[src/rtl/adc_spi_ctrl.sv]
// rtl/adc_spi_ctrl.sv - preamp gain loader and LTC1407A conversion frame sequencer
// Drives AMP_CS/AMP_DIN for the LTC6912, then AD_CONV/read/spi_sck_en frames for the ADC reader.
module adc_spi_ctrl #(
  parameter int unsigned SAMPLE_DIV = 50,
  parameter logic [7:0]  GAIN_RST   = 8'h11,
  parameter int unsigned CNT_W      = 16
) (
  input  logic             clk,
  input  logic             rst,
  input  logic             start,
  input  logic             gain_wr,
  input  logic [7:0]       gain_in,
  output logic             busy,
  output logic             amp_done,
  output logic             AMP_CS,
  output logic             AMP_DIN,
  output logic             AMP_SHDN,
  output logic             spi_sck_en,
  output logic             AD_CONV,
  output logic             read,
  output logic [CNT_W-1:0] frame_cnt
);
  typedef enum logic [2:0] {S_IDLE, S_AMP_LOAD, S_AMP_END, S_CONV, S_FRAME, S_GAP} state_t;

  localparam logic [15:0] LP_PERIOD     = 16'(SAMPLE_DIV - 1);
  localparam logic [5:0]  LP_AMP_LAST   = 6'd7;
  localparam logic [5:0]  LP_FRAME_LAST = 6'd33;
  localparam logic [5:0]  LP_READ_FIRST = 6'd2;

  state_t           r_state;
  state_t           w_next;
  logic             r_active;
  logic [5:0]       r_idx;
  logic [15:0]      r_period;
  logic [7:0]       r_gain;
  logic             r_pend;
  logic [7:0]       r_amp_sr;
  logic             r_amp_din;
  logic [CNT_W-1:0] r_frame_cnt;
  logic             w_load_en;
  logic             w_load_start;

  // Reset parks the FSM in AMP_LOAD; r_active holds it quiet until the first clock after release.
  assign w_load_en    = r_active && (r_state == S_AMP_LOAD);
  assign w_load_start = (w_next == S_AMP_LOAD) && (r_state != S_AMP_LOAD);

  always_comb begin
    w_next = r_state;
    case (r_state)
      S_IDLE, S_AMP_END: begin
        if (r_pend)     w_next = S_AMP_LOAD;
        else if (start) w_next = S_CONV;
        else            w_next = S_IDLE;
      end
      S_AMP_LOAD: if (r_active && (r_idx == LP_AMP_LAST)) w_next = S_AMP_END;
      S_CONV:     w_next = S_FRAME;
      S_FRAME:    if (r_idx == LP_FRAME_LAST) w_next = S_GAP;
      S_GAP: begin
        if (r_period == '0) begin
          if (r_pend)     w_next = S_AMP_LOAD;
          else if (start) w_next = S_CONV;
          else            w_next = S_IDLE;
        end
      end
      default:    w_next = S_IDLE;
    endcase
  end

  always_ff @(posedge clk or negedge rst) begin
    if (!rst) begin
      r_state     <= S_AMP_LOAD;
      r_active    <= 1'b0;
      r_idx       <= '0;
      r_period    <= '0;
      r_gain      <= GAIN_RST;
      r_pend      <= 1'b0;
      r_amp_sr    <= GAIN_RST;
      r_frame_cnt <= '0;
    end else begin
      r_active <= 1'b1;
      r_state  <= w_next;

      if (w_next != r_state)
        r_idx <= '0;
      else if (w_load_en || (r_state == S_FRAME))
        r_idx <= r_idx + 6'd1;

      // Loading on entry to CONV makes AD_CONV-to-AD_CONV exactly SAMPLE_DIV cycles.
      if (w_next == S_CONV)
        r_period <= LP_PERIOD;
      else if (r_period != '0)
        r_period <= r_period - 16'd1;

      if (w_load_start) begin
        r_amp_sr <= r_gain;
        r_pend   <= 1'b0;
      end else if (w_load_en) begin
        r_amp_sr <= {r_amp_sr[6:0], 1'b0};
      end

      if (gain_wr) begin
        r_gain <= gain_in;
        r_pend <= 1'b1;
      end

      if ((r_state == S_FRAME) && (r_idx == LP_FRAME_LAST))
        r_frame_cnt <= r_frame_cnt + CNT_W'(1);
    end
  end

  // Falling-edge retiming keeps each amp bit stable across the rising SCK edge.
  always_ff @(negedge clk or negedge rst) begin
    if (!rst)
      r_amp_din <= 1'b0;
    else
      r_amp_din <= w_load_en ? r_amp_sr[7] : 1'b0;
  end

  assign busy       = r_active && (r_state != S_IDLE);
  assign amp_done   = (r_state == S_AMP_END);
  assign AMP_CS     = !w_load_en;
  assign AMP_DIN    = r_amp_din;
  assign AMP_SHDN   = 1'b0;
  assign spi_sck_en = w_load_en || (r_state == S_FRAME);
  assign AD_CONV    = (r_state == S_CONV);
  assign read       = (r_state == S_FRAME) && (r_idx >= LP_READ_FIRST);
  assign frame_cnt  = r_frame_cnt;
endmodule
[config.mk]
export PLATFORM = sky130hd
export DESIGN_NAME = adc_spi_ctrl
export DESIGN_NICKNAME = d
export VERILOG_FILES = /design/src/rtl/adc_spi_ctrl.sv
export SDC_FILE = /design/constraint.sdc
export NUM_CORES = 1
export LEC_CHECK = 0
export CORE_UTILIZATION = 56
export DETAILED_ROUTE_END_ITERATION = 12
export PLACE_DENSITY = 0.8
export SLEW_MARGIN = 40
export SYNTH_ARGS = -nofsm -noshare
export SYNTH_HDL_FRONTEND = slang
export SYNTH_SLANG_ARGS = --single-unit
export TNS_END_PERCENT = 30
[constraint.sdc]
create_clock -name clk -period 2.2 [get_ports clk]
set_clock_uncertainty 0.05 [all_clocks]
set_input_delay 0.22 -clock clk [delete_from_list [all_inputs] [get_ports clk]]
set_output_delay 0.22 -clock clk [all_outputs]
set_load 0.1 [all_outputs]
==> flow_summary.toml, run 1 <==
[global_routing]
grt_pass1_vias = 2167
overflow = 0
grt_use_total_pct = 23.7
grt_max_degree = 60
antenna_found_initial = 0
grt_first_pass_wirelength_um = 9930

[clocking]
clock_latency_ns = 0.33
cts_tree = "done"
ctsRootBufferMaster = "clkbuf_8"
cts_made_buffers = 9
path_clk_slew_ns = 0.07
h-tree-depth = 3
cts.sinks = 60
clk_path_buf_depth = 2

[die]
coreArea_um2 = 5170
fp-row-count = 26
chipHeight_um = 75.9
dieWidth_um = 75.9
start_util_pct = 59.1
ios = 36
die-area_um2 = 5760

[logic_synthesis]
synthFlopType = "dfrtp_1"
synth_top_area_share_pct = 44.2
yosys_warnings = 0
yosysTopAreaCell = "dfrtp_1"
ys_seq_area_share_pct = 49.3
synth.most_common_cell = "dfrtp_1"
synth_cell_types = 59
synth_edf_count = 0
synth_fp_nets = 304
synth_area_leaders = "dfrtp_1 44%, xor2_1 5.4%, dfstp_2 4.3%"
syn_area_um2 = 3060
syn_area_per_cell_um2 = 10.7
async_flop_share_pct = 100
synth_seq_cells = 60
postSynthCellCount = 286
synthTopCellsByCount = "54 x dfrtp_1, 33 x nor2_1, 19 x xor2_1, 18 x nand2_1, 13 x and3_1"

[detailed_routing]
drc_errors = 0
vias_per_cell = 5.52
num_vias = 2251
wl_um = 6060
drtIter0Drc = 142
ant_nets = 0
dr.pass1.iters = 4
routedWlPerCell_um = 14.9

[pwr]
pwr-share-seq_pct = 40.2
swShare_pct = 36.4
power.density_nw_per_um2 = 1120
clockPowerShare_pct = 26.4
peakVddDrop_v = 0.000609
leakagePower_uw = 0.00166
combPwrFrac_pct = 33.4
power.net_switching_uw = 1540
intPower_uw = 2680

[timing]
maxSlewViolCount = 0
fin_setup_tns_ns = -0.103
rsz0062_at_grt = "true"
slew_headroom_pct = 64.9
finalHoldViolCount = 0
tightest_slew_ns = 0.526
setup_viol = 1
worst_slack_ns = -0.103
holdWs_ns = 0.416

[min_path]
holdCritPathClass = "reg -> reg"
hold_start = "frame_cnt[15]"

[critical_path]
startpoint = "AMP_DIN"
cp_cell_sequence = "buf_12"
crit_required_ns = 1.93
slowest_stage = "dfrtn_1"
slowest_delay_ns = 0.43
end_kind = "primary output"
start_kind = "flop"
critical_path.top_delay_family = "flip-flops"
rr_startpoint = "r_idx[3]"
critical_path_class = "reg -> out"
cp.arrival_ns = 2.03
cp_max_fo = 1
critPathBufInv = 1

[placement]
place_inst = 390
place_congestion = 0.816
dpl.hpwl_um = 4240
portBuffers = 34

[run_status]
status = "finished with violations"
failed_checks = "negative setup slack"

[finish]
area_delta_synth_final_pct = 23.5
drive_gt1_share_pct = 25.4
antenna_cells = 0
fin_nets = 351
stdcell_count = 408

[run]
cap_violations = 0
per-layer routing:
metal	global-route usage [%]	vias up	wire, um
li1	-	1098	-
met1	30.8	1099	2790
met2	37.7	45	2980
met3	5.16	9	189
met4	11.5	0	97
met5	0	-	0
worst register-to-register path, cell delays in order, from the launching register on:
cell and delay (ns):
dfrtp_1 0.44, nor3_1 0.33, a41oi_1 0.24, a211o_2 0.48, and3_2 0.23, a221o_1 0.26
flip-flops by register name, indices dropped and copies added, names as in the netlist:
| signal | count |
|---|---|
| frame_cnt | 16 |
| r_gain | 8 |
| r_pend | 1 |
| r_idx | 6 |
| AMP_DIN | 1 |
| r_period | 16 |
| r_amp_sr | 8 |
| r_state | 3 |
| r_active | 1 |
power by group through the flow:
stage / Clock, uW / Sequential [uW] / Combinational, uW
3_5_place_dp: 0 / 1700 / 1410
3_3_place_gp: 0 / 1680 / 1360
6_report: 1110 / 1690 / 1410
2_1_floorplan: 0 / 1670 / 1010
5_1_grt: 1180 / 1730 / 1550
4_1_cts: 1130 / 1690 / 1410
stage by stage:
step,area [um2],util [%],setup slack (ns),total power [uW]
floorplan,3060,-,-0.261,2670
global placement,3520,68.0,0.156,3040
detailed placement,3520,68.0,0.0516,3110
CTS,3740,72.4,-0.116,4230
global route,3770,73.0,-0.128,4460
finish,3770,73.0,-0.103,4210
worst paths after layout:
path,end,slack (ns),depth (start not counted)
worst max-delay path,AMP_DIN,-0.10,1
worst min-delay path,frame_cnt[15],0.42,1
worst max register to register,r_amp_sr[7],0.07,5
worst min register to register,frame_cnt[15],0.42,1
max in group asynchronous,AMP_DIN,0.81,2
min in group asynchronous,r_idx[1],0.46,3
placed cells by master, fill, tap and decap left out, types with 3 or more instances in the layout:
cell type	count
xor2_1	19
buf_4	28
clkinvlp_4	3
clkdlybuf4s50_1	10
clkbuf_8	10
nor3_1	7
a221o_1	6
ha_1	6
nand3b_1	6
dfrtp_1	54
dfstp_2	5
nand3_1	11
buf_12	7
inv_1	5
nand4_1	11
nand2b_1	6
nand2_1	18
and3_1	13
mux2_2	9
xnor2_1	12
nor4_1	3
nor2_1	33
cells by family (layout without fill, tap and decap cells):
logic type,after synthesis,in the layout,share of synthesized area [%]
simple gates,130,130,24.0
flops,60,60,49.3
xor+xnor,31,31,8.89
compound gates,30,30,8.03
buf+inv,17,69,3.44
mux,10,10,3.64
fa+ha+maj,6,6,2.46
other cells,2,2,0.246
layout make-up:
type | count | area [um2]
well taps | 70 | 87.6
clock inverters | 6 | 87.6
repair buffers | 48 | 477
flip-flops and latches | 60 | 1510
inverters | 5 | 18.8
fillers | 370 | 1400
multi-input cells | 209 | 1460
clock buffers | 10 | 138
timing repair:
| action | in CTS | in global routing |
|---|---|---|
| buffers inserted | 0 | 1 |
| gates cloned | 0 | 0 |
| gates resized for setup | 0 | 2 |
| setup endpoints to repair | 1 | 24 |
| pin swaps | 0 | 1 |
| hold buffers | 0 | 1 |
| hold endpoints to repair | 0 | 53 |
(Power assumes the default switching activity.)
==> run 2: changes to the inputs <==
--- a/config.mk
+++ b/config.mk
@@ -7,6 +7,7 @@
 export LEC_CHECK = 0
 export CORE_UTILIZATION = 56
 export DETAILED_ROUTE_END_ITERATION = 12
+export GPL_TIMING_DRIVEN = 0
 export PLACE_DENSITY = 0.8
 export SLEW_MARGIN = 40
 export SYNTH_ARGS = -nofsm -noshare
==> run 2 against run 1 <==
The flow still finishes with violations (negative setup slack). Flip-flop and latch count unchanged. Setup slack worse by 0.026 ns. Combinational power down 4%. Count of clock-buffer cells in the layout is the same. First-iteration DRC count shrank 31%. Routed wire length decreased by 5.2%. Register-to-register slack got worse by 0.03 ns. Largest power group unchanged.
==> flow_summary.toml, run 2 (synthesis results as in run 1) <==
[run_status]
status = "finished with violations"
failed_checks = "negative setup slack"

[finish]
antenna_cells = 0
post-route-util_pct = 71.7
drive_gt1_share_pct = 27.1
final_common_cell = "dfrtp_1"
stdcell_count = 406
fin_nets = 349
n_fill_cell = 370
area_delta_synth_final_pct = 21.4
most-common-layout-cells = "53 x dfrtp_1, 31 x nor2_1, 20 x buf_2, 19 x xor2_1, 18 x nand2_1"
fin_area_um2 = 3710

[critical_path]
slowest_delay_ns = 0.45
critical_path.top_delay_family = "flip-flops"
start_kind = "flop"
reg2reg_depth = 2
critPathBufInv = 1
cp.arrival_ns = 2.06
crit_required_ns = 1.93
slowest_stage = "dfrtn_1"
end_kind = "primary output"
critical_path_class = "reg -> out"
cp_max_fo = 1
cp.depth = 1
cp_cell_sequence = "buf_12"

[detailed_routing]
drtIter0Drc = 98
num_vias = 2253
wl_um = 5740
drc_errors = 0
ant_nets = 0
routedWlPerCell_um = 14.1
vias_per_cell = 5.55
dr.pass1.iters = 4

[clocking]
cts.sinks = 60
cts_tree = "done"
clock_latency_ns = 0.34
clk_path_buf_depth = 2
h-tree-depth = 3
cts_made_buffers = 9
path_clk_slew_ns = 0.08
ctsRootBufferMaster = "clkbuf_8"

[timing]
tightest_slew_ns = 0.592
finalHoldViolCount = 0
rsz0062_at_grt = "true"
slew_headroom_pct = 60.2
fin_setup_tns_ns = -0.129
maxSlewViolCount = 0
setup_viol = 1
worst_slack_ns = -0.129

[placement]
dpl.hpwl_um = 3910
portBuffers = 33
dpl_cell_area_um2 = 3380
place_inst = 390
place_congestion = 0.784

[die]
chipHeight_um = 75.9
ios = 36
fp-row-count = 26
dieWidth_um = 75.9
coreArea_um2 = 5170
start_util_pct = 59.1
die-area_um2 = 5760

[pwr]
leakagePower_uw = 0.00166
power.density_nw_per_um2 = 1130
peakVddDrop_v = 0.000677

[global_routing]
grt_max_degree = 32
grt_use_total_pct = 21.8
grt_first_pass_wirelength_um = 9240
antenna_found_initial = 0
overflow = 0
grt_pass1_vias = 2045

[min_path]
holdCritPathClass = "in -> async"

[run]
cap_violations = 0
==> run 2: cell types whose count changed in the layout (fill, tap and decap cells not counted), moves of 2 or more <==
| cell | previous run | this run |
|---|---|---|
| buf_12 | 7 | 2 |
| buf_2 | 1 | 20 |
| buf_4 | 28 | 6 |
| nor3b_4 | 0 | 2 |
| clkinvlp_4 | 3 | 1 |
| clkbuf_1 | 0 | 2 |
| nor2_1 | 33 | 31 |
| buf_6 | 1 | 5 |
| nor3_1 | 7 | 5 |
| nor3_2 | 1 | 3 |
==> run 2: final timing paths <==
| path | start | to | slack (ns) |
|---|---|---|---|
| min in group clk | gain_wr | r_pend | 0.31 |
| setup / recovery | AMP_DIN | AMP_DIN | -0.13 |
| hold reg to reg | frame_cnt[15] | frame_cnt[15] | 0.42 |
| max in group asynchronous | rst | AMP_DIN | 0.50 |
| setup reg to reg | r_state[0] | AMP_DIN | 0.04 |
| hold / removal | rst | frame_cnt[13] | 0.29 |
==> run 2: area by class of cell <==
class,instances,area [um2],share of cell area [%]
inverters,5,18.8,0.506
clock buffers,10,138,3.71
flip-flops and latches,60,1510,40.7
clock inverters,6,86.3,2.33
plain buffers,10,83.8,2.26
well taps,70,87.6,2.36
repair buffers,36,270,7.28
multi-input cells,209,1520,40.9
==> run 2: repair_timing <==
action,in CTS,in global routing
endpoints found under the setup margin,14,26
setup buffers,0,1
hold endpoints to repair,27,0
gates resized for setup,8,17
hold buffers,1,0
pin swaps,0,5
==> run 2: per-layer routing <==
metal | GRT usage (%) | routed length (um)
met5 | 0 | 0
met4 | 12.1 | 129
met2 | 32.1 | 2630
met1 | 30.3 | 2820
met3 | 4.23 | 170
==> run 2: through the flow <==
stage               total power (uW)  hold slack (ns)  setup WS (ns)
floorplan                       2670           -0.126         -0.261
global placement                2950            0.405          -1.98
detailed placement              2980            0.124        -0.0195
CTS                             4130            0.296         -0.143
global route                    4430            0.345         -0.145
finish                          4180            0.290         -0.129
==> run 2: report_power, final <==
part           switching (uW)  leakage [uW]  internal [uW]  total (uW)
registers                 330      0.000729           1390        1720
logic                     776      0.000815            581        1360
clock network             443      0.000113            668        1110
total                    1550       0.00166           2640        4180
==> patch: new RTL, settings of run 2 <==
Set the parameter `CNT_W` to 20 (it was 16).
--- a/src/rtl/adc_spi_ctrl.sv
+++ b/src/rtl/adc_spi_ctrl.sv
@@ -4,5 +4,5 @@
   parameter int unsigned SAMPLE_DIV = 50,
   parameter logic [7:0]  GAIN_RST   = 8'h11,
-  parameter int unsigned CNT_W      = 16
+  parameter int unsigned CNT_W      = 20
 ) (
   input  logic             clk,
Ports: changed (resized frame_cnt); port bits go from 36 to 40. No check against the original RTL was run, so the function may have changed too.
==> patch against run 2 <==
  * The run still ends with setup timing left
  * Sequential cell count up 4
  * Wire length is 13% higher
  * Setup slack worse by 8.2 ps
  * Total power rose by 10%
  * Non-clock buffer count is 20 higher
  * Via count rose by 6.7%
  * Area after synthesis increased by 2.7%
  * Cell area grew 10%
  * Sequential power grew 3%
  * Critical endpoint unchanged
==> patch: results (changes against run 2) <==
Clocking
  – Clock tree buffer depth: 2 (unchanged)
  – Htree depth: 3 (unchanged)
  – Clock root buffer: clkbuf_8
  – Worst skew pair latency: about 330 ps
  – TritonCTS buffer count: 9 (unchanged)
  – Clk pin slew, worst setup/hold paths: about 70 ps

Place
  – Placed cell areas: 3500 sq um (+3.4%)
  – Dpl hpwl: 4160 um (+6.3%)
  – Placed Instances: 402 (+3.1%)
  – Gpl congestion: 0.847 (+8.1%)
  – I/O Buffers: 37 (+12%)
  – Dpl ws: -435 ps (-415 ps)

Drt
  – Wirelength per Cell: 14.9 um (+5.3%)
  – Initial DRC count: 116 (+18%)
  – Via count: 2404 (+6.7%)
  – Detailed Routing Iterations Pass 1: 6 (+2)

Timing
  – Setup Viol. Count Final: 3 (+2)
  – Worst slew pin tran: 598 ps (+5.99 ps)
  – Worst setup margin: -137 ps (-8.23 ps)
  – Setup TNS: -272 ps (-143 ps)
  – Fin. max-slew vios: 0 (unchanged)

Finish
  – Nets: 378 (+8.3%)
  – Ant. Diodes: 0 (unchanged)
  – Share of cells above drive strength 1: 0.315 (+0.0442)
  – Max reg flops: 20
  – Non-Filler Instances: 435 (+7.1%)

Synth
  – Synth top cells by count: dfrtp_1, nor2_1, xnor2_1, xor2_1, nand3_1
  – Area contributors post-synth: dfrtp_1, xnor2_1, xor2_1
  – Post-synth ARST share: 1.00 (unchanged)
  – Yosys cell types: 49 (-17%)
  – Synth Area per Inst: 10.7 sq um (about the same)
  – Sequential share of the synthesized area: 0.512 (+0.0189)
  – Synthesized Nets: 312 (+2.6%)
  – Yosys warns: 0 (unchanged)

Global route
  – Pin count of the biggest net entering global routing: 40 (+25%)
  – Number of global-route vias before repair: 2325 (+14%)
  – Initial antenna violation count: 0 (unchanged)
  – First-pass GRT wire length: 10600 um (+15%)
  – Gr usage total: 0.228 (+0.0103)

Hold path
  – Hold WC Path Type: in2async

Worst setup path
  – CP max stage delay: 460 ps
  – Worst reg2reg path startpoint: r_state[0]
  – Slowest-stage cell, CP: dfrtn_1
  – Max FO, Critical Path: 1 (unchanged)
  – Arrival time at the worst endpoint: 2070 ps
  – Flop2flop setup slack: -100 ps (-140 ps)
  – Reg2Reg Depth: 3 (+1)
  – Worst setup startpoint: AMP_DIN
  – R2r endpoint: AMP_DIN

Pwr
  – Leak Pwr: 1.87 nW (+13%)
  – Peak supply drop: 0.000981 V (+45%)

Status
  – Failing checks: setup timing
  – Outcome: complete, but fails checks
## patch: routing by layer
metal	global-route usage	vias to the layer above	share of wire
li1	-	1153	-
met1	0.301	1182	0.44
met2	0.372	58	0.51
met3	0.0464	11	0.036
met4	0.0827	0	0.013
met5	0	-	0
## patch: final cells by class
type                    count  area (sq um)
clock buffers              10           138
fillers                   330          1150
inverters                  11          41.3
repair buffers             58           425
plain buffers               8          51.3
well taps                  70          87.6
multi-input cells         208          1620
clock inverters             6           115
flip-flops and latches     64          1610
## patch: kinds of logic (layout without fill, tap and decap cells)
family	Yosys count	after routing	share of synthesized area
XOR/XNOR	38	38	0.106
adder cells (fa/ha/maj)	6	6	0.0239
AND/OR/NAND/NOR	123	123	0.221
AO/OA/AOI/OAI	30	30	0.0730
multiplexers	9	9	0.0323
other	2	2	0.00239
flip-flops	64	64	0.512
buffers and inverters	22	93	0.0287
## patch: repair_timing
item                                    in CTS  in global routing
hold buffers                                 1                  0
pin swaps                                    5                  5
cloned                                       0                  0
endpoints found under the setup margin      42                 43
gates resized for setup                     29                 21
setup buffers                               11                  8
endpoints found under the hold margin       20                  0
## patch: power by group
group | total [mW] | internal, mW | switching (mW)
Combinational | 1.59 | 0.683 | 0.905
Sequential | 1.78 | 1.47 | 0.311
Clock | 1.25 | 0.789 | 0.464
Total | 4.62 | 2.94 | 1.68
## patch: how the worst min path moves through the flow
stage               endpoint  slack (ps)  cells past startpoint
3_5_place_dp    r_period[15]         100                      1
2_1_floorplan   frame_cnt[0]        -130                      0
4_1_cts         r_period[15]         280                      2
5_1_grt         r_period[15]         300                      2
6_report        r_period[15]         280                      2
3_3_place_gp   frame_cnt[19]         410                      1
